### config.mk
export PLATFORM = sky130hd
export DESIGN_NAME = camera_frame_emulator
export DESIGN_NICKNAME = d
export VERILOG_FILES = /design/src/rtl/crpii_camera_pkg.sv /design/src/rtl/pixel_clock_divider.sv /design/src/rtl/camera_frame_emulator.sv
export SDC_FILE = /design/constraint.sdc
export NUM_CORES = 1
export LEC_CHECK = 0
export BUFFER_PORTS_ARGS = -buffer_cell sky130_fd_sc_hd__buf_2
export CORE_MARGIN = 3
export CORE_UTILIZATION = 47
export CTS_CLUSTER_DIAMETER = 30
export CTS_CLUSTER_SIZE = 12
export DETAILED_ROUTE_END_ITERATION = 16
export PLACE_DENSITY = 0.68
export RECOVER_POWER = 100
export SYNTH_ARGS = -nofsm -noshare
export SYNTH_HDL_FRONTEND = slang
export SYNTH_HIERARCHICAL = 1
export SYNTH_SLANG_ARGS = --single-unit
export TNS_END_PERCENT = 30
### constraint.sdc
create_clock -name clk -period 1.99 [get_ports clk]
set_input_delay 0.4975 -clock clk [delete_from_list [all_inputs] [get_ports clk]]
set_output_delay 0.4975 -clock clk [all_outputs]
set_load 0.005 [all_outputs]
### src/rtl/crpii_camera_pkg.sv
// Shared camera definitions: frame FSM state encoding and the default frame geometry
// used by the sensor emulator, the capture path and the benches.
package crpii_camera_pkg;

  localparam int unsigned DefaultPixelWidth    = 12;
  localparam int unsigned DefaultClkDiv        = 8;
  localparam int unsigned DefaultPixelsPerLine = 40;
  localparam int unsigned DefaultLines         = 5;
  localparam int unsigned DefaultFvToLv        = 3;
  localparam int unsigned DefaultLineGap       = 9;
  localparam int unsigned DefaultLvToFvEnd     = 15;
  localparam int unsigned DefaultFrameGap      = 36;
  localparam int unsigned DefaultPixelStep     = 16;

  // Width of the per-segment tick counter and the line counter.
  localparam int unsigned TickCntWidth = 16;

  typedef enum logic [2:0] {
    StIdle,
    StGap,
    StLead,
    StLine,
    StBlank,
    StTail
  } cam_state_e;

endpackage

### src/rtl/pixel_clock_divider.sv
// Pixel clock generator for the camera emulator.
//   clk, reset   : system clock, synchronous active-high reset
//   pixel_clock  : low for the first CLK_DIV/2 counts of each period, high for the rest
//   tick         : strobe on the cycle whose closing edge wraps the counter to 0, i.e. the
//                  edge on which pixel_clock falls; sensor outputs update on that edge
module pixel_clock_divider #(
  parameter int unsigned CLK_DIV = 8
) (
  input  logic clk,
  input  logic reset,
  output logic pixel_clock,
  output logic tick
);

  localparam int unsigned CntW = (CLK_DIV > 2) ? $clog2(CLK_DIV) : 1;

  logic [CntW-1:0] d_q, d_d;
  logic            pclk_q, pclk_d;
  logic            last;

  always_comb begin
    last   = (d_q == CntW'(CLK_DIV - 1));
    d_d    = last ? '0 : d_q + 1'b1;
    // Registered so the pin is a clean flop output rather than a compare.
    pclk_d = (d_d >= CntW'(CLK_DIV / 2));
  end

  always_ff @(posedge clk) begin
    if (reset) begin
      d_q    <= '0;
      pclk_q <= 1'b0;
    end else begin
      d_q    <= d_d;
      pclk_q <= pclk_d;
    end
  end

  assign pixel_clock = pclk_q;
  assign tick        = last;

endmodule

### src/rtl/camera_frame_emulator.sv
// Camera sensor stand-in: drives pixel clock, FV, LV and a ramp pixel bus with
// programmable frame geometry and blanking.
//   clk, reset          : system clock, synchronous active-high reset
//   free_run            : level, frames repeat with FRAME_GAP ticks between them
//   trigger             : single-cycle pulse, starts one frame from idle
//   camera_pixel_clock  : divided pixel clock
//   camera_FV/LV        : frame / line valid, change only on pixel-clock falling edges
//   camera_pixel_out    : pixel data, ramps by PIXEL_STEP every tick while FV is high
//   busy                : frame accepted and FV not yet fallen
//   frame_done          : one-cycle pulse with FV fall
//   frame_count         : completed frames, wrapping
module camera_frame_emulator
  import crpii_camera_pkg::*;
#(
  parameter int unsigned PIXEL_WIDTH     = DefaultPixelWidth,
  parameter int unsigned CLK_DIV         = DefaultClkDiv,
  parameter int unsigned PIXELS_PER_LINE = DefaultPixelsPerLine,
  parameter int unsigned LINES           = DefaultLines,
  parameter int unsigned FV_TO_LV        = DefaultFvToLv,
  parameter int unsigned LINE_GAP        = DefaultLineGap,
  parameter int unsigned LV_TO_FV_END    = DefaultLvToFvEnd,
  parameter int unsigned FRAME_GAP       = DefaultFrameGap,
  parameter int unsigned PIXEL_STEP      = DefaultPixelStep
) (
  input  logic                   clk,
  input  logic                   reset,
  input  logic                   free_run,
  input  logic                   trigger,
  output logic                   camera_pixel_clock,
  output logic                   camera_FV,
  output logic                   camera_LV,
  output logic [PIXEL_WIDTH-1:0] camera_pixel_out,
  output logic                   busy,
  output logic                   frame_done,
  output logic [15:0]            frame_count
);

  localparam logic [PIXEL_WIDTH-1:0]  Step     = PIXEL_WIDTH'(PIXEL_STEP);
  localparam logic [TickCntWidth-1:0] FvToLv   = TickCntWidth'(FV_TO_LV);
  localparam logic [TickCntWidth-1:0] LineLen  = TickCntWidth'(PIXELS_PER_LINE);
  localparam logic [TickCntWidth-1:0] LineGap  = TickCntWidth'(LINE_GAP);
  localparam logic [TickCntWidth-1:0] TailLen  = TickCntWidth'(LV_TO_FV_END);
  localparam logic [TickCntWidth-1:0] FrameGap = TickCntWidth'(FRAME_GAP);
  localparam logic [TickCntWidth-1:0] LastLine = TickCntWidth'(LINES - 1);

  logic tick;

  pixel_clock_divider #(
    .CLK_DIV(CLK_DIV)
  ) u_divider (
    .clk        (clk),
    .reset      (reset),
    .pixel_clock(camera_pixel_clock),
    .tick       (tick)
  );

  cam_state_e              state_q, state_d;
  // Ticks already spent in the current segment, counting the tick that entered it.
  logic [TickCntWidth-1:0] cnt_q, cnt_d;
  logic [TickCntWidth-1:0] line_q, line_d;
  logic                    fv_q, fv_d;
  logic                    lv_q, lv_d;
  logic [PIXEL_WIDTH-1:0]  pix_q, pix_d;
  logic                    busy_q, busy_d;
  logic                    done_q, done_d;
  logic [15:0]             count_q, count_d;

  always_comb begin
    state_d = state_q;
    cnt_d   = cnt_q;
    line_d  = line_q;
    fv_d    = fv_q;
    lv_d    = lv_q;
    pix_d   = pix_q;
    done_d  = 1'b0;
    count_d = count_q;

    unique case (state_q)
      StIdle: begin
        // Accepted immediately so busy rises at once; FV waits for the next tick in StLead.
        if (trigger || free_run) begin
          state_d = StLead;
        end
      end
      StGap: begin
        if (tick) begin
          if (cnt_q == FrameGap) begin
            if (free_run) begin
              state_d = StLead;
              fv_d    = 1'b1;
              pix_d   = '0;
              cnt_d   = 16'd1;
            end else begin
              state_d = StIdle;
            end
          end else begin
            cnt_d = cnt_q + 16'd1;
          end
        end
      end
      StLead: begin
        if (tick) begin
          if (!fv_q) begin
            fv_d  = 1'b1;
            pix_d = '0;
            cnt_d = 16'd1;
          end else if (cnt_q == FvToLv) begin
            state_d = StLine;
            lv_d    = 1'b1;
            cnt_d   = 16'd1;
            line_d  = '0;
            pix_d   = pix_q + Step;
          end else begin
            cnt_d = cnt_q + 16'd1;
            pix_d = pix_q + Step;
          end
        end
      end
      StLine: begin
        if (tick) begin
          pix_d = pix_q + Step;
          if (cnt_q == LineLen) begin
            lv_d  = 1'b0;
            cnt_d = 16'd1;
            if (line_q == LastLine) begin
              state_d = StTail;
            end else begin
              state_d = StBlank;
              line_d  = line_q + 16'd1;
            end
          end else begin
            cnt_d = cnt_q + 16'd1;
          end
        end
      end
      StBlank: begin
        if (tick) begin
          pix_d = pix_q + Step;
          if (cnt_q == LineGap) begin
            state_d = StLine;
            lv_d    = 1'b1;
            cnt_d   = 16'd1;
          end else begin
            cnt_d = cnt_q + 16'd1;
          end
        end
      end
      StTail: begin
        if (tick) begin
          if (cnt_q == TailLen) begin
            fv_d    = 1'b0;
            pix_d   = '0;
            done_d  = 1'b1;
            count_d = count_q + 16'd1;
            cnt_d   = 16'd1;
            state_d = free_run ? StGap : StIdle;
          end else begin
            cnt_d = cnt_q + 16'd1;
            pix_d = pix_q + Step;
          end
        end
      end
      default: begin
        state_d = StIdle;
        fv_d    = 1'b0;
        lv_d    = 1'b0;
        pix_d   = '0;
      end
    endcase

    busy_d = (state_d != StIdle) && (state_d != StGap);
  end

  always_ff @(posedge clk) begin
    if (reset) begin
      state_q <= StIdle;
      cnt_q   <= '0;
      line_q  <= '0;
      fv_q    <= 1'b0;
      lv_q    <= 1'b0;
      pix_q   <= '0;
      busy_q  <= 1'b0;
      done_q  <= 1'b0;
      count_q <= '0;
    end else begin
      state_q <= state_d;
      cnt_q   <= cnt_d;
      line_q  <= line_d;
      fv_q    <= fv_d;
      lv_q    <= lv_d;
      pix_q   <= pix_d;
      busy_q  <= busy_d;
      done_q  <= done_d;
      count_q <= count_d;
    end
  end

  assign camera_FV        = fv_q;
  assign camera_LV        = lv_q;
  assign camera_pixel_out = pix_q;
  assign busy             = busy_q;
  assign frame_done       = done_q;
  assign frame_count      = count_q;

endmodule
==> run summary, run 1 <==
Outcome -> complete, but fails checks
Failing checks -> setup timing
Total die area -> 8950 µm²
Slew @ Worst Pin -> 0.622 ns
Final Setup Violations -> 15
CP max FO -> 6
Vias in the first global route -> 3,461
Max Slew Vio Count -> 0
Setup TNS -> -0.522 ns
Critical Path AT -> 2.36 ns
Total CTS buffers -> 9
Post-synth EDFFs -> 0
Fmax -> 481 MHz
Routed len/inst -> 14.9 µm
Critical R2R Launch -> cnt_q[4]
Initial Util -> 0.495
RSZ-0062 raised after global routing -> yes
Slew headroom -> 0.580
Synthesized area per cell -> 7.82 µm²
Post-synthesis cell count -> 472
Depth of the worst register-to-register path -> 6
Die height -> 94.6 µm
Hold_sp -> reset
Clk sinks -> 66
Clock Latency Late Sink -> 0.35 ns
Post-synthesis cell type count -> 57
Core box area -> 7450 µm²
Commonest cells in the netlist -> dfxtp_1, nor2_1, nand2_1
Final Util -> 0.660
HP Class -> in -> reg
Yosys warns -> 6
CTS max path bufs -> 2
Hold_buf cts -> 0
Nets -> 584
Post-synth ARST share -> 0
DRT iter0 DRCs -> 242
DRC Markers -> 0
Post-Syn Area -> 3690 µm²
Die outline width -> 94.6 µm
Top_reg_cell synth -> dfxtp_1
Antenna Nets Post-Route -> 0
Root Buffer -> clkbuf_8
Synth area leader -> dfxtp_1
Worst vdd ir -> 0.323 mV
Post-Route WL -> 10.0 mm
Hold Path Stages -> 2
Global route overflow -> 0
Final Hold Vio Count -> 0
Ant. Diodes -> 0
Part of the cycle the worst path needs -> 1.05
R2R Path End -> frame_count[14]
Yosys reg bits -> 66
Initial antenna violation count -> 0
CP Launch Point -> cnt_q[4]
Tmin final -> 2.08 ns
Hold Crit Endpoint -> camera_FV
Final Worst Setup Slack -> -0.0896 ns
H-tree levels -> 3
FP Rows -> 31
Top-count cell post-synth -> dfxtp_1
Port Buffers -> 32
Leakage Power -> 1.87 nW
Worst Path Required -> 2.27 ns
Worst setup EP type -> flop
DR vias -> 3,852
Global placer's final weighted congestion -> 0.937
Vias per cell -> 5.72
CTS tree -> built
Share of cells above drive strength 1 -> 0.283
Top cell type's share of synthesized area -> 0.358
Seq/Total Area, Yosys -> 0.358
DP HPWL -> 6.74 mm
FF-to-FF setup slack -> -0.09 ns
Max cap viols -> 0
DR pass1 iterations -> 5
Top post-synthesis cells by area -> dfxtp_1, xnor2_1, nor2_1, nand2_1, nand3_1
First-pass GRT wire length -> 16.0 mm
Setup CP Type -> reg -> reg
Ports -> 37
Critical Path Source Type -> flop
Area Growth Syn to Fin -> 33.2%
Setup Skew -> 0.0120 ns
Pwr dens -> 565 nW/µm²
Largest net degree at the start of global routing -> 22
Total GRT Usage -> 0.222
Clk pin slew, worst setup/hold paths -> 0.07 ns
-- cell type report --
type	instances	area, µm²
clock buffer	12	155
inverter	11	41.3
fill	644	2530
multi-input combinational	370	2420
tap	99	124
sequential	66	1340
timing repair buffer	112	764
clock inverter	4	73.8
-- how the worst max path moves through the flow --
| stage | endpoint | slack [ns] |
|---|---|---|
| after floorplan | camera_pixel_out[10] | -0.12 |
| after global placement | cnt_q[14] | -0.12 |
| after detailed placement | cnt_q[10] | -0.19 |
| after CTS | frame_count[14] | -0.05 |
| after global routing | frame_count[14] | -0.17 |
| final | frame_count[14] | -0.09 |
-- where the power goes --
group | total [W] | internal, W | switching [W]
Combinational | 0.000134 | 0.0000580 | 0.0000758
Clock | 0.00131 | 0.000775 | 0.000535
Sequential | 0.00133 | 0.00133 | 0.00000497
Total | 0.00278 | 0.00216 | 0.000616
-- metal layers --
layer  global-route usage  vias up  wire length [µm]
met5                    0        -                 0
met4               0.0817        0               174
met3               0.0478       22               668
met2                0.366      146              4830
met1                0.285     1803              4350
li1                     -     1881                 -
-- metrics by stage --
stage	instance area, µm²	setup WS, ns	power, W	instances	hold WS (ns)
after global routing	4910	-0.175	0.00287	674	0.450
after floorplan	3700	-0.119	0.00144	475	0.407
final	4910	-0.0896	0.00278	674	0.451
after global placement	4340	-0.122	0.00148	643	0.469
after CTS	4680	-0.0528	0.00279	664	0.428
after detailed placement	4340	-0.187	0.00148	643	0.498
-- flip-flops by register name, indices dropped and copies added (netlist names) --
signal / flops
frame_done: 1
u_divider/d_q: 3
camera_LV: 1
busy: 1
camera_pixel_out: 8
state_q: 3
camera_FV: 1
frame_count: 16
line_q: 16
cnt_q: 16
-- worst max-delay path: stages (launching register included) --
cell	delay [ns]
dfxtp_2	0.35
or4_4	0.57
nor4_4	0.16
and4_4	0.29
nand4_4	0.12
or3_1	0.38
a21oi_1	0.14
-- timing repair --
| item | CTS | global route |
|---|---|---|
| cloned | 0 | 2 |
| endpoints found under the setup margin | 33 | 52 |
| buffers inserted | 5 | 8 |
| pin swaps | 12 | 21 |
| gates resized for setup | 17 | 46 |
-- placed cells by master, fill, tap and decap left out, types with 4 or more instances in the layout --
| master | instances |
|---|---|
| nor2_1 | 50 |
| nand3_1 | 32 |
| nand4_1 | 19 |
| a31oi_1 | 9 |
| and2_1 | 9 |
| or3_1 | 6 |
| ha_1 | 8 |
| nor4_1 | 6 |
| conb_1 | 4 |
| xnor2_1 | 26 |
| o21ai_0 | 13 |
| and4_1 | 5 |
| buf_6 | 6 |
| inv_1 | 11 |
| dfxtp_2 | 7 |
| dfxtp_1 | 57 |
| a21oi_1 | 29 |
| buf_2 | 20 |
| nor4_4 | 4 |
| xor2_1 | 7 |
| buf_4 | 72 |
| o21ai_1 | 4 |
| clkbuf_8 | 11 |
| clkbuf_1 | 12 |
| nor3_1 | 11 |
| nor2b_1 | 7 |
| nor3_2 | 5 |
| nand2_1 | 48 |
| and3_1 | 8 |
-- cell families after synthesis --
group / share of synthesized area
DFF: 0.358
AOI/OAI and AO/OA: 0.139
adders and majority gates: 0.0339
xor gates and xnor gates: 0.0783
muxes: 0.00814
buffers and inverters: 0.0468
and+or+nand+nor: 0.335
other: 0.00102
Power figures use the tool's default switching activity.
==> run 2: changes to the inputs <==
- RECOVER_POWER: 100 -> default
==> run summary, run 2 (synthesis results as in run 1) <==
Max cap viols -> 0 (unchanged)
Fmax -> 478 MHz (was 481 MHz)
Final Hold Vio Count -> 0 (unchanged)
Clk sinks -> 66 (unchanged)
Clk pin slew, worst setup/hold paths -> 0.07 ns (about the same)
Pwr dens -> 562 nW/µm² (was 565 nW/µm²)
Root Buffer -> clkbuf_8 (unchanged)
Routed len/inst -> 14.9 µm (about the same)
Final Setup Violations -> 15 (unchanged)
Ports -> 37 (unchanged)
RSZ-0062 raised after global routing -> yes (unchanged)
Critical R2R Launch -> cnt_q[4] (unchanged)
Global route overflow -> 0 (unchanged)
Leakage Power -> 1.93 nW (was 1.87 nW)
Setup CP Type -> reg -> reg (unchanged)
CP Launch Point -> cnt_q[4] (unchanged)
Largest net degree at the start of global routing -> 22 (unchanged)
Total CTS buffers -> 9 (unchanged)
Setup Skew -> 0.0103 ns (was 0.0120 ns)
Initial Util -> 0.495 (unchanged)
Post-Route WL -> 10.0 mm (about the same)
DRT iter0 DRCs -> 216 (was 242)
Vias per cell -> 5.69 (was 5.72)
Final Worst Setup Slack -> -0.103 ns (was -0.0896 ns)
DP HPWL -> 6.74 mm (unchanged)
CTS tree -> built (unchanged)
Slew @ Worst Pin -> 0.558 ns (was 0.622 ns)
Port Buffers -> 32 (unchanged)
Outcome -> complete, but fails checks (unchanged)
Area Growth Syn to Fin -> 33.9% (was 33.2%)
Fill cells -> 638 (was 644)
Global placer's final weighted congestion -> 0.937 (unchanged)
Setup TNS -> -0.524 ns (was -0.522 ns)
Clock Latency Late Sink -> 0.35 ns (about the same)
HP Class -> in -> reg (unchanged)
Placed Instances -> 643 (unchanged)
Vias in the first global route -> 3,461 (unchanged)
Failing checks -> setup timing (unchanged)
Critical Path AT -> 2.37 ns (was 2.36 ns)
Clock power share -> 0.471 (was 0.472)
Die height -> 94.6 µm (unchanged)
H-tree levels -> 3 (unchanged)
Hold Path Stages -> 2 (unchanged)
DR pass1 iterations -> 5 (unchanged)
Final std cells w/o fill -> 674 (unchanged)
Worst setup EP type -> flop (unchanged)
Register area -> 1340 µm² (unchanged)
Design Area, Final -> 4940 µm² (was 4910 µm²)
Switching part of the total -> 0.221 (was 0.222)
First-pass GRT wire length -> 16.0 mm (unchanged)
DR vias -> 3,838 (was 3,852)
Switch Pwr -> 0.000614 W (was 0.000616 W)
CP max FO -> 6 (unchanged)
Initial antenna violation count -> 0 (unchanged)
Worst Path Required -> 2.27 ns (about the same)
FP Rows -> 31 (unchanged)
Core box area -> 7450 µm² (unchanged)
Comb power frac -> 0.049 (was 0.048)
Tmin final -> 2.09 ns (was 2.08 ns)
Critical Path Source Type -> flop (unchanged)
Nets -> 584 (unchanged)
DRC Markers -> 0 (unchanged)
Fraction of power consumed by sequential logic -> 0.480 (about the same)
Total die area -> 8950 µm² (unchanged)
CTS max path bufs -> 2 (unchanged)
Power Internal -> 0.00216 W (about the same)
Commonest non-fill, non-tap cell in the layout -> buf_4 (unchanged)
Die outline width -> 94.6 µm (unchanged)
Post-DP Area -> 4340 µm² (unchanged)
Part of the cycle the worst path needs -> 1.05 (about the same)
Most frequent cells in the layout -> buf_4, dfxtp_1, nor2_1, nand2_1, buf_2 (was buf_4, dfxtp_1, nor2_1, nand2_1, nand3_1)
Max Slew Vio Count -> 0 (unchanged)
Share of cells above drive strength 1 -> 0.306 (was 0.283)
Total GRT Usage -> 0.222 (unchanged)
Ant. Diodes -> 0 (unchanged)
Slew headroom -> 0.624 (was 0.580)
Post-placement setup slack -> -0.187 ns (unchanged)
Hold_sp -> reset (unchanged)
Multi-input logic area -> 2430 µm² (was 2420 µm²)
Antenna Nets Post-Route -> 0 (unchanged)
Depth of the worst register-to-register path -> 6 (unchanged)
Worst vdd ir -> 0.322 mV (was 0.323 mV)
-- run 2: cell count changes in the layout (fill, tap and decap cells not counted) --
| cell | change |
|---|---|
| ha_2 | -1 |
| clkbuf_4 | -1 |
| buf_1 | -2 |
| clkbuf_1 | -11 |
| buf_4 | +1 |
| buf_2 | +13 |
| ha_4 | +1 |
-- run 2: worst paths after layout --
check	slack [ns]	to
worst max-delay path	-0.10	frame_count[14]
worst min-delay path	0.46	camera_FV
worst max register to register	-0.10	frame_count[14]
worst min register to register	0.48	cnt_q[0]
-- run 2: layer usage --
layer | share of wire | track usage | up-vias
li1 | - | - | 1880
met1 | 0.43 | 0.285 | 1796
met2 | 0.48 | 0.366 | 145
met3 | 0.068 | 0.0478 | 17
met4 | 0.016 | 0.0817 | 0
met5 | 0 | 0 | -
-- run 2: power by group through the flow --
stage | logic, W | registers, W | clock network, W
2_1_floorplan | 0.0000706 | 0.00137 | 0
3_3_place_gp | 0.000116 | 0.00137 | 0
3_5_place_dp | 0.000118 | 0.00137 | 0
4_1_cts | 0.000122 | 0.00133 | 0.00133
5_1_grt | 0.000149 | 0.00133 | 0.00139
6_report | 0.000136 | 0.00133 | 0.00131
-- run 2: what timing repair did --
action / CTS / global route
setup buffers: 5 / 8
cloned: 0 / 2
endpoints found under the setup margin: 33 / 52
endpoints found under the hold margin: 0 / 0
hold buffers: 0 / 0
pin swaps: 12 / 21
resized for setup: 17 / 46
-- run 2: area by class of cell --
cell class	count	area share
sequential	66	0.271
inverter	11	0.00836
clock inverter	4	0.0149
clock buffer	12	0.0314
timing repair buffer	112	0.158
multi-input combinational	370	0.492
tap	99	0.0251
-- run 2: worst max-delay path, cell delays in order, from the launching register on --
cell and delay [ns]:
dfxtp_2 0.35, or4_4 0.57, nor4_4 0.16, and4_4 0.29
nand4_4 0.12, or3_1 0.38, a21oi_1 0.15
-- run 2: stage by stage --
stage / total power, W / hold slack, ns / util
after floorplan: 0.00144 / 0.407 / -
after global placement: 0.00148 / 0.469 / 0.583
after detailed placement: 0.00148 / 0.498 / 0.583
after CTS: 0.00279 / 0.428 / 0.629
after global routing: 0.00287 / 0.450 / 0.663
final: 0.00278 / 0.457 / 0.663
